<file path="src/rtl/clcd_char_writer.sv">
// Character-stream front end for the 16x2 CLCD: turns characters and clear requests
// into address/data/clear beats for the signal generator while tracking the cursor.
module clcd_char_writer #(
   parameter int unsigned COLS       = 16,
   parameter logic [7:0]  ROW1_BASE  = 8'h40,
   parameter int unsigned CLEAR_WAIT = 164000
) (
   input  logic       clk,
   input  logic       reset_p,
   input  logic       i_init_done,
   input  logic [7:0] i_char,
   input  logic       i_char_valid,
   output logic       o_char_ready,
   input  logic       i_clear,
   output logic       o_busy,
   output logic [7:0] o_data,
   output logic       o_RS,
   output logic       o_RW,
   output logic       o_valid,
   input  logic       i_busy,
   output logic [3:0] o_col,
   output logic       o_row
);

   localparam int unsigned      CNT_W     = $clog2(CLEAR_WAIT + 1);
   localparam logic [3:0]       LAST_COL  = 4'(COLS - 1);
   localparam logic [CNT_W-1:0] LAST_CNT  = CNT_W'(CLEAR_WAIT - 1);
   localparam logic [7:0]       NEWLINE   = 8'h0A;
   localparam logic [7:0]       CMD_CLEAR = 8'h01;
   localparam logic [7:0]       CMD_DDRAM = 8'h80;

   typedef enum logic [2:0] {IDLE, ISSUE, ACK_WAIT, DONE_WAIT, CLR_DELAY} state_t;

   state_t           state_q, state_d;
   logic [3:0]       col_q, col_d;
   logic             row_q, row_d;
   logic             need_addr_q, need_addr_d;
   logic             clr_pend_q, clr_pend_d;
   logic             op_clr_q, op_clr_d;
   logic [7:0]       char_q, char_d;
   logic [CNT_W-1:0] cnt_q, cnt_d;
   logic             valid_d, rs_d, ready_d, busy_d;
   logic [7:0]       data_d, addr_cmd;
   logic             accept;

   assign o_RW  = 1'b0;
   assign o_col = col_q;
   assign o_row = row_q;

   // State and datapath registers
   always_ff @(posedge clk or posedge reset_p) begin
      if (reset_p) begin
         state_q      <= IDLE;
         col_q        <= 4'd0;
         row_q        <= 1'b0;
         need_addr_q  <= 1'b1;
         clr_pend_q   <= 1'b0;
         op_clr_q     <= 1'b0;
         char_q       <= 8'h00;
         cnt_q        <= '0;
         o_valid      <= 1'b0;
         o_data       <= 8'h00;
         o_RS         <= 1'b0;
         o_char_ready <= 1'b0;
         o_busy       <= 1'b0;
      end else begin
         state_q      <= state_d;
         col_q        <= col_d;
         row_q        <= row_d;
         need_addr_q  <= need_addr_d;
         clr_pend_q   <= clr_pend_d;
         op_clr_q     <= op_clr_d;
         char_q       <= char_d;
         cnt_q        <= cnt_d;
         o_valid      <= valid_d;
         o_data       <= data_d;
         o_RS         <= rs_d;
         o_char_ready <= ready_d;
         o_busy       <= busy_d;
      end
   end

   // Next-state, cursor and beat generation
   always_comb begin
      state_d     = state_q;
      col_d       = col_q;
      row_d       = row_q;
      need_addr_d = need_addr_q;
      clr_pend_d  = clr_pend_q | i_clear;
      op_clr_d    = op_clr_q;
      char_d      = char_q;
      cnt_d       = cnt_q;
      valid_d     = 1'b0;
      data_d      = o_data;
      rs_d        = o_RS;
      addr_cmd    = CMD_DDRAM | (row_q ? ROW1_BASE : 8'h00) | {4'h0, col_q};
      accept      = (state_q == IDLE) & i_char_valid & o_char_ready & ~i_clear;

      case (state_q)
         IDLE: begin
            if (i_init_done && clr_pend_q) begin
               op_clr_d = 1'b1;
               state_d  = ISSUE;
            end else if (accept) begin
               if (i_char == NEWLINE) begin
                  row_d       = ~row_q;
                  col_d       = 4'd0;
                  need_addr_d = 1'b1;
               end else begin
                  char_d   = i_char;
                  op_clr_d = 1'b0;
                  state_d  = ISSUE;
               end
            end
         end
         ISSUE: begin
            if (!i_busy && i_init_done) begin
               valid_d = 1'b1;
               state_d = ACK_WAIT;
               if (op_clr_q) begin
                  data_d = CMD_CLEAR;
                  rs_d   = 1'b0;
               end else if (need_addr_q) begin
                  data_d = addr_cmd;
                  rs_d   = 1'b0;
               end else begin
                  data_d = char_q;
                  rs_d   = 1'b1;
               end
            end
         end
         ACK_WAIT: begin
            if (i_busy) state_d = DONE_WAIT;
         end
         DONE_WAIT: begin
            if (!i_busy) begin
               if (op_clr_q) begin
                  cnt_d   = '0;
                  state_d = CLR_DELAY;
               end else if (need_addr_q) begin
                  // Address beat done; the data beat follows unless init has dropped
                  need_addr_d = 1'b0;
                  state_d     = i_init_done ? ISSUE : IDLE;
               end else begin
                  state_d = IDLE;
                  if (col_q == LAST_COL) begin
                     col_d       = 4'd0;
                     row_d       = ~row_q;
                     need_addr_d = 1'b1;
                  end else begin
                     col_d = col_q + 4'd1;
                  end
               end
            end
         end
         CLR_DELAY: begin
            if (cnt_q == LAST_CNT) begin
               col_d       = 4'd0;
               row_d       = 1'b0;
               need_addr_d = 1'b1;
               clr_pend_d  = i_clear;
               op_clr_d    = 1'b0;
               state_d     = IDLE;
            end else begin
               cnt_d = cnt_q + CNT_W'(1);
            end
         end
         default: state_d = IDLE;
      endcase

      ready_d = (state_d == IDLE) & i_init_done & ~clr_pend_d & ~accept;
      busy_d  = (state_d != IDLE) | clr_pend_d;
   end

endmodule

</file>
<file path="config.mk">
export PLATFORM = sky130hd
export DESIGN_NAME = clcd_char_writer
export DESIGN_NICKNAME = d
export VERILOG_FILES = /design/src/rtl/clcd_char_writer.sv
export SDC_FILE = /design/constraint.sdc
export NUM_CORES = 1
export LEC_CHECK = 0
export BUFFER_PORTS_ARGS = -buffer_cell sky130_fd_sc_hd__buf_2
export CAP_MARGIN = 20
export CELL_PAD_IN_SITES_DETAIL_PLACEMENT = 0
export CELL_PAD_IN_SITES_GLOBAL_PLACEMENT = 1
export CORE_MARGIN = 3
export CORE_UTILIZATION = 31
export CTS_CLUSTER_DIAMETER = 120
export DETAILED_ROUTE_END_ITERATION = 6
export PLACE_DENSITY_LB_ADDON = 0.1
export SLEW_MARGIN = 10
export SYNTH_ARGS = -nofsm -noshare
export SYNTH_HDL_FRONTEND = slang
export SYNTH_SLANG_ARGS = --single-unit
</file>
<file path="constraint.sdc">
create_clock -name clk -period 6.2 [get_ports clk]
set_clock_uncertainty 0.2 [all_clocks]
set_input_delay 0.31 -clock clk [delete_from_list [all_inputs] [get_ports clk]]
set_output_delay 0.31 -clock clk [all_outputs]
set_load 0.1 [all_outputs]
</file>
==> out/metrics.yaml, run 1 <==
crit_path_end_kind: "flop"
dr.pass1.iters: 4
start_util_pct: 32.5
drt.antenna.violating_nets: 0
max_slew_margin_pct: 41.8
synth_xor_xnor_area_share_pct: 4.12
grt_max_degree: 28
cp-start-kind: "flop"
clk-insertion-delay-late_ps: 310
syn_inst: 256
synthArstFlopShare_pct: 100
cp.arrival_ps: 2400
yosysTopAreaCell: "dfrtp_1"
wl_per_cell_microns: 15.8
ys_types: 56
ys_seq_area_share_pct: 48.1
coreArea_sq_um: 7850
fillCellCount: 840
cts_tree: "built"
synth_area_sq_um: 2550
critPathMaxStageDelay_ps: 440
grt.total_usage_pct: 14.2
place_congestion: 0.762
hold_ws_ps: 18.4
hold_viol_final: 0
tns_ps: 0
grt_overflow: 0
syn2layout_area_growth_pct: 13.4
synthTopCellsByArea: "dfrtp_1 47%, mux2_2 4.0%, nor2_1 3.7%"
synth_compound_area_share_pct: 14.2
required_ps: 6200
syn_avg_cell_area_sq_um: 9.98
crit_slowest_cell: "or2_1"
syn-num-nets: 272
antenna_cells: 0
grt_pass1_wl_microns: 10900
period_share_pct: 38.7
cts.sinks: 49
antenna_found_initial: 0
synth-main-ff-cell: "dfrtp_1"
synth-simple-area-share_pct: 22.9
cts_inserted_buffers: 5
worstPathMaxFanout: 9
post-route-util_pct: 36.9
rsz0062_at_grt: "no"
setup_violations: 0
synth_top_area_share_pct: 47.0
powerDensity_nw_per_um2: 326
fp.dieH_microns: 96.8
htreeDepth: 2
maxCapViolations: 0
criticalPathCategory: "reg -> reg"
maxSlewViolCount: 0
cts_setup_buffers: 0
dieArea_sq_um: 9360
synth-seq-cells: 49
fin_nets: 301
cts-root-buf: "clkbuf_8"
grt_pass1_vias: 2081
min_period_ps: 2400
synth_fa_ha_area_share_pct: 0.980
ir_drop_mv: 0.123
muxShareOfSynthArea_pct: 5.93
ioPinCount: 32
clk_pin_slew_ps: 100
power_uw: 944
drive_gt1_share_pct: 21.3
tightest_slew_ps: 868
vias: 1986
fmax_mhz: 417
viasPerCell: 5.12
path_cells: "ha_1 -> nand4_1 -> or2_1 -> o21ai_4 -> nand2_4 -> or3b_1"
io_buffers: 30
die_w_microns: 96.8
synth_edf_count: 0
drt_iter0_drc: 56
place_hpwl_microns: 4520
status: "complete, no violations"
wirelength_microns: 6110
holdCritPathClass: "in -> reg"
drcViolationCount: 0
power_leakage_nw: 1.30
synth_top_family_by_area: "simple AND/OR/NAND/NOR gates"
synth-warning-count: 0
rows: 32
cts.path.max_buffers: 2
-- sequential cells by signal, indices dropped and copies added (netlist names) --
register,cells
char_q,8
clr_pend_q,1
cnt_q,18
need_addr_q,1
o_RS,1
o_busy,1
o_char_ready,1
o_col,4
o_data,8
o_row,1
o_valid,1
op_clr_q,1
state_q,3
-- where the power goes --
| group | switching (mW) | internal, mW |
|---|---|---|
| Clock | 0.118 | 0.0804 |
| Sequential | 0.0726 | 0.368 |
| Combinational | 0.219 | 0.0855 |
| Total | 0.410 | 0.534 |
-- final cells by class --
type / count / area, sq um / area share (%)
Clock inverter: 3 / 21.3 / 0.735
Inverter: 9 / 33.8 / 1.17
Timing Repair Buffer: 32 / 180 / 6.22
Tap cell: 102 / 128 / 4.41
Sequential cell: 49 / 1230 / 42.4
Multi-Input combinational cell: 188 / 1240 / 42.7
Clock buffer: 5 / 68.8 / 2.38
-- worst paths after layout --
path | from | to | slack [ps] | depth (start not counted)
max in group asynchronous | reset_p | need_addr_q$_DFFE_PP1P_ | 4820 | 4
min reg2reg | o_data[3]$_DFFE_PP0P_ | o_data[3]$_DFFE_PP0P_ | 280 | 2
max | cnt_q[0]$_DFFE_PP0P_ | o_busy$_DFF_PP0_ | 3800 | 6
min | i_clear | clr_pend_q$_DFF_PP0_ | 20 | 2
max reg2reg | cnt_q[0]$_DFFE_PP0P_ | o_busy$_DFF_PP0_ | 3800 | 6
min in group asynchronous | reset_p | o_char_ready$_DFF_PP0_ | 380 | 3
-- kinds of logic after synthesis --
logic type / Yosys count
AO/OA/AOI/OAI: 51
XOR/XNOR: 12
adder cells (fa/ha/maj): 2
buffers and inverters: 19
flip-flops: 49
multiplexers: 14
other: 1
AND/OR/NAND/NOR: 108
-- through the flow --
stage	cells	area, sq um	setup WS, ps
2_1_floorplan	256	2550	3780
5_1_grt	388	2900	3600
4_1_cts	388	2900	3770
3_3_place_gp	378	2780	3790
3_5_place_dp	379	2800	3790
6_report	388	2900	3800
-- cells in the final DEF (no fill, tap or decap), drive strengths merged, types with 4 or more instances in the layout --
cell / count
dfrtp: 48
buf: 31
nor2: 25
nand2: 24
nand3: 17
o21ai: 16
inv: 10
xor2: 9
mux2: 9
o31ai: 8
nor3: 8
a31oi: 5
mux2i: 5
clkbuf: 5
nor4: 5
o211ai: 4
a211oi: 4
or3: 4
-- timing repair --
item,CTS,global route
setup endpoints to repair,0,0
resized for setup,0,0
hold endpoints to repair,22,0
hold buffers,1,0
-- critical path: cells and delay by family, from the launching register on --
kind / cells / cell delay (ps)
AOI/OAI and AO/OA: 1 / 330
adders and majority gates: 1 / 210
DFF: 1 / 410
and+or+nand+nor: 4 / 1120
-- layer usage --
layer | GRT usage (%) | vias up | share of wire, %
li1 | - | 984 | -
met1 | 19.3 | 954 | 48
met2 | 22.8 | 42 | 47
met3 | 3.17 | 6 | 4.1
met4 | 3.89 | 0 | 1.3
met5 | 0 | - | 0
-- cell usage after synthesis (2+ instances only) --
cell       count
mux2_2         9
dfrtp_1       48
nor3_1         8
nor4_1         3
o21ai_0       15
nand2b_1       3
buf_4          2
o2111ai_1      2
clkbuf_1       4
nor4b_1        3
xnor2_1        3
buf_6          2
a211oi_1       4
a21oi_1        2
a31oi_1        5
a21o_1         2
and3_1         3
nand3_1       17
mux2i_1        5
nand2_1       23
ha_1           2
or3b_1         2
nor2_1        25
xor2_1         9
o211ai_1       4
o31ai_1        8
nand4_1        3
or3_1          3
or4_1          2
inv_1          9
No activity file was read; power rests on OpenSTA's default activity.
==> inputs of run 2 (changes only) <==
==> constraint.sdc (replaced) <==
create_clock -name clk -period 2 [get_ports clk]
set_clock_uncertainty 0.2 [all_clocks]
set_input_delay 0.1 -clock clk [delete_from_list [all_inputs] [get_ports clk]]
set_output_delay 0.1 -clock clk [all_outputs]
set_load 0.1 [all_outputs]
==> out/metrics.yaml, run 2 (synthesized netlist as in run 1, its figures left out) <==
whs_path_depth: 5  # was 2
crit_path_end_kind: "flop"  # unchanged
maxCapViolations: 0  # unchanged
cts.path.max_buffers: 2  # unchanged
criticalPathCategory: "reg -> reg"  # unchanged
grt_pass1_wl_microns: 11800  # was 10900 microns
die_w_microns: 96.8  # unchanged
layout_commonest_cell: "buf_4"  # was dfrtp_1
cts_inserted_buffers: 5  # unchanged
reg2reg_slack_ps: -120  # was 3800 ps
viasPerCell: 4.93  # was 5.12
holdCritPathClass: "in -> reg"  # unchanged
grt.total_usage_pct: 15.3  # was 14.2%
failed_checks: "negative setup slack"
grt_max_degree: 22  # was 28
dr.pass1.iters: 4  # unchanged
largest_reg_flops: 18  # unchanged
io_buffers: 30  # unchanged
ioPinCount: 32  # unchanged
fmax_mhz: 472  # was 417 MHz
wirelength_microns: 6940  # was 6110 microns
hold_viol_final: 0  # unchanged
finalWorstSetupSlack_ps: -121  # was 3800 ps
cp.arrival_ps: 2100  # was 2400 ps
fillCellCount: 803  # was 840
cts-root-buf: "clkbuf_8"  # unchanged
rsz0062_at_grt: "yes"  # was no
antenna_cells: 0  # unchanged
cts.sinks: 49  # unchanged
power_leakage_nw: 1.64  # was 1.30 nW
clk-insertion-delay-late_ps: 310  # about the same
clk_pin_slew_ps: 100  # about the same
grt_pass1_vias: 2321  # was 2081
regMostFlops: "cnt_q"  # unchanged
wl_per_cell_microns: 15.2  # was 15.8 microns
required_ps: 1980  # was 6200 ps
antenna_found_initial: 0  # unchanged
post-route-util_pct: 45.6  # was 36.9%
htreeDepth: 2  # unchanged
maxSlewViolCount: 0  # unchanged
powerDensity_nw_per_um2: 972  # was 326 nW/um^2
hold_path_end: "state_q[0]$_DFF_PP0_"  # was clr_pend_q$_DFF_PP0_
setup_violations: 5  # was 0
grt_overflow: 0  # unchanged
cp-start-kind: "flop"  # unchanged
dieArea_sq_um: 9360  # unchanged
use_met1_pct: 20.0  # was 19.3%
cts_tree: "built"  # unchanged
drt_iter0_drc: 64  # was 56
rows: 32  # unchanged
met2_usage_pct: 25.7  # was 22.8%
hold_start: "i_char_valid"  # was i_clear
drive_gt1_share_pct: 39.9  # was 21.3%
coreArea_sq_um: 7850  # unchanged
period_share_pct: 106  # was 38.7%
drcViolationCount: 0  # unchanged
grt_use_met3_pct: 3.32  # was 3.17%
top_usage_layer: "met2"  # unchanged
hold_ws_ps: 64.1  # was 18.4 ps
top_regs: "cnt_q x18, char_q x8, o_data x8"  # unchanged
final_cell_mix: "55 x buf_4, 43 x dfrtp_1, 30 x buf_2, 24 x nor2_1, 22 x nand2_1"  # was 48 x dfrtp_1, 30 x buf_2, 25 x nor2_1, 23 x nand2_1, 17 x nand3_1
r2r_end: "o_row$_DFFE_PP0P_"  # was o_busy$_DFF_PP0_
syn2layout_area_growth_pct: 40.2  # was 13.4%
place_congestion: 0.828  # was 0.762
fin_nets: 368  # was 301
place_hpwl_microns: 5090  # was 4520 microns
fp.dieH_microns: 96.8  # unchanged
start_util_pct: 32.5  # unchanged
vias: 2244  # was 1986
worstPathMaxFanout: 4  # was 9
drt.antenna.violating_nets: 0  # unchanged
rr_worst_depth: 5  # was 6
ir_drop_mv: 0.374  # was 0.123 mV
min_period_ps: 2120  # was 2400 ps
status: "finished with violations"  # was complete, no violations
power_mw: 3.48  # was 944 uW
reg2reg_from: "cnt_q[11]$_DFFE_PP0P_"  # was cnt_q[0]$_DFFE_PP0P_
run 2: changes by cell type in the layout (fill, tap and decap cells not counted), moves of 3 or more:
cell | before | now
nor4b_1 | 3 | 0
nor4b_2 | 0 | 3
dfrtp_2 | 0 | 3
dfrtp_1 | 48 | 43
buf_4 | 0 | 55
o21ai_0 | 15 | 10
o21ai_1 | 0 | 4
dlygate4sd3_1 | 1 | 12
run 2: area by class of cell:
| cell class | instances | area [sq um] | share of cell area, % |
|---|---|---|---|
| clock buffer | 5 | 68.8 | 1.92 |
| clock inverter | 3 | 50.0 | 1.40 |
| inverter | 9 | 33.8 | 0.944 |
| multi-input combinational | 188 | 1360 | 37.9 |
| sequential | 49 | 1240 | 34.6 |
| tap | 102 | 128 | 3.57 |
| timing repair buffer | 99 | 706 | 19.7 |
run 2: critical path, stage by stage, from the launching register on:
cell,delay (ps)
dfrtp_1,400
or3_4,410
or2_4,290
o311a_2,390
a211oi_1,200
o21ai_0,120
run 2: per-layer routing:
layer | share of wire, % | wire length [microns] | up-vias
met4 | 0.88 | 61 | 0
met2 | 50 | 3450 | 29
met5 | 0 | 0 | -
li1 | - | - | 1120
met3 | 3.0 | 208 | 4
met1 | 46 | 3210 | 1091
run 2: how the worst max path moves through the flow:
stage / start / cells past startpoint / slack [ps] / end
floorplan: cnt_q[9]$_DFFE_PP0P_ / 6 / -70 / o_busy$_DFF_PP0_
global placement: cnt_q[12]$_DFFE_PP0P_ / 5 / -100 / o_col[0]$_DFFE_PP0P_
detailed placement: cnt_q[12]$_DFFE_PP0P_ / 5 / -130 / o_col[0]$_DFFE_PP0P_
CTS: cnt_q[12]$_DFFE_PP0P_ / 5 / -70 / o_col[0]$_DFFE_PP0P_
global route: cnt_q[0]$_DFFE_PP0P_ / 6 / -160 / o_row$_DFFE_PP0P_
finish: cnt_q[11]$_DFFE_PP0P_ / 5 / -120 / o_row$_DFFE_PP0P_
run 2: where the power goes:
group          internal, mW  switching [mW]
Clock                 0.384           0.385
Combinational         0.559           0.909
Sequential             1.14          0.0957
run 2: metrics by stage:
| step | setup TNS, ps | std cells | worst slack (ps) | area [sq um] |
|---|---|---|---|---|
| 2_1_floorplan | -118 | 256 | -73.1 | 2570 |
| 3_3_place_gp | -336 | 431 | -104 | 3180 |
| 3_5_place_dp | -388 | 431 | -126 | 3180 |
| 4_1_cts | -231 | 451 | -65.7 | 3460 |
| 5_1_grt | -934 | 455 | -162 | 3580 |
| 6_report | -222 | 455 | -121 | 3580 |
run 2: what timing repair did:
action | in CTS | in global routing
gates resized for setup | 10 | 22
pin swaps | 5 | 11
endpoints found under the hold margin | 59 | 0
setup buffers | 0 | 4
hold buffers | 12 | 0
endpoints found under the setup margin | 10 | 28
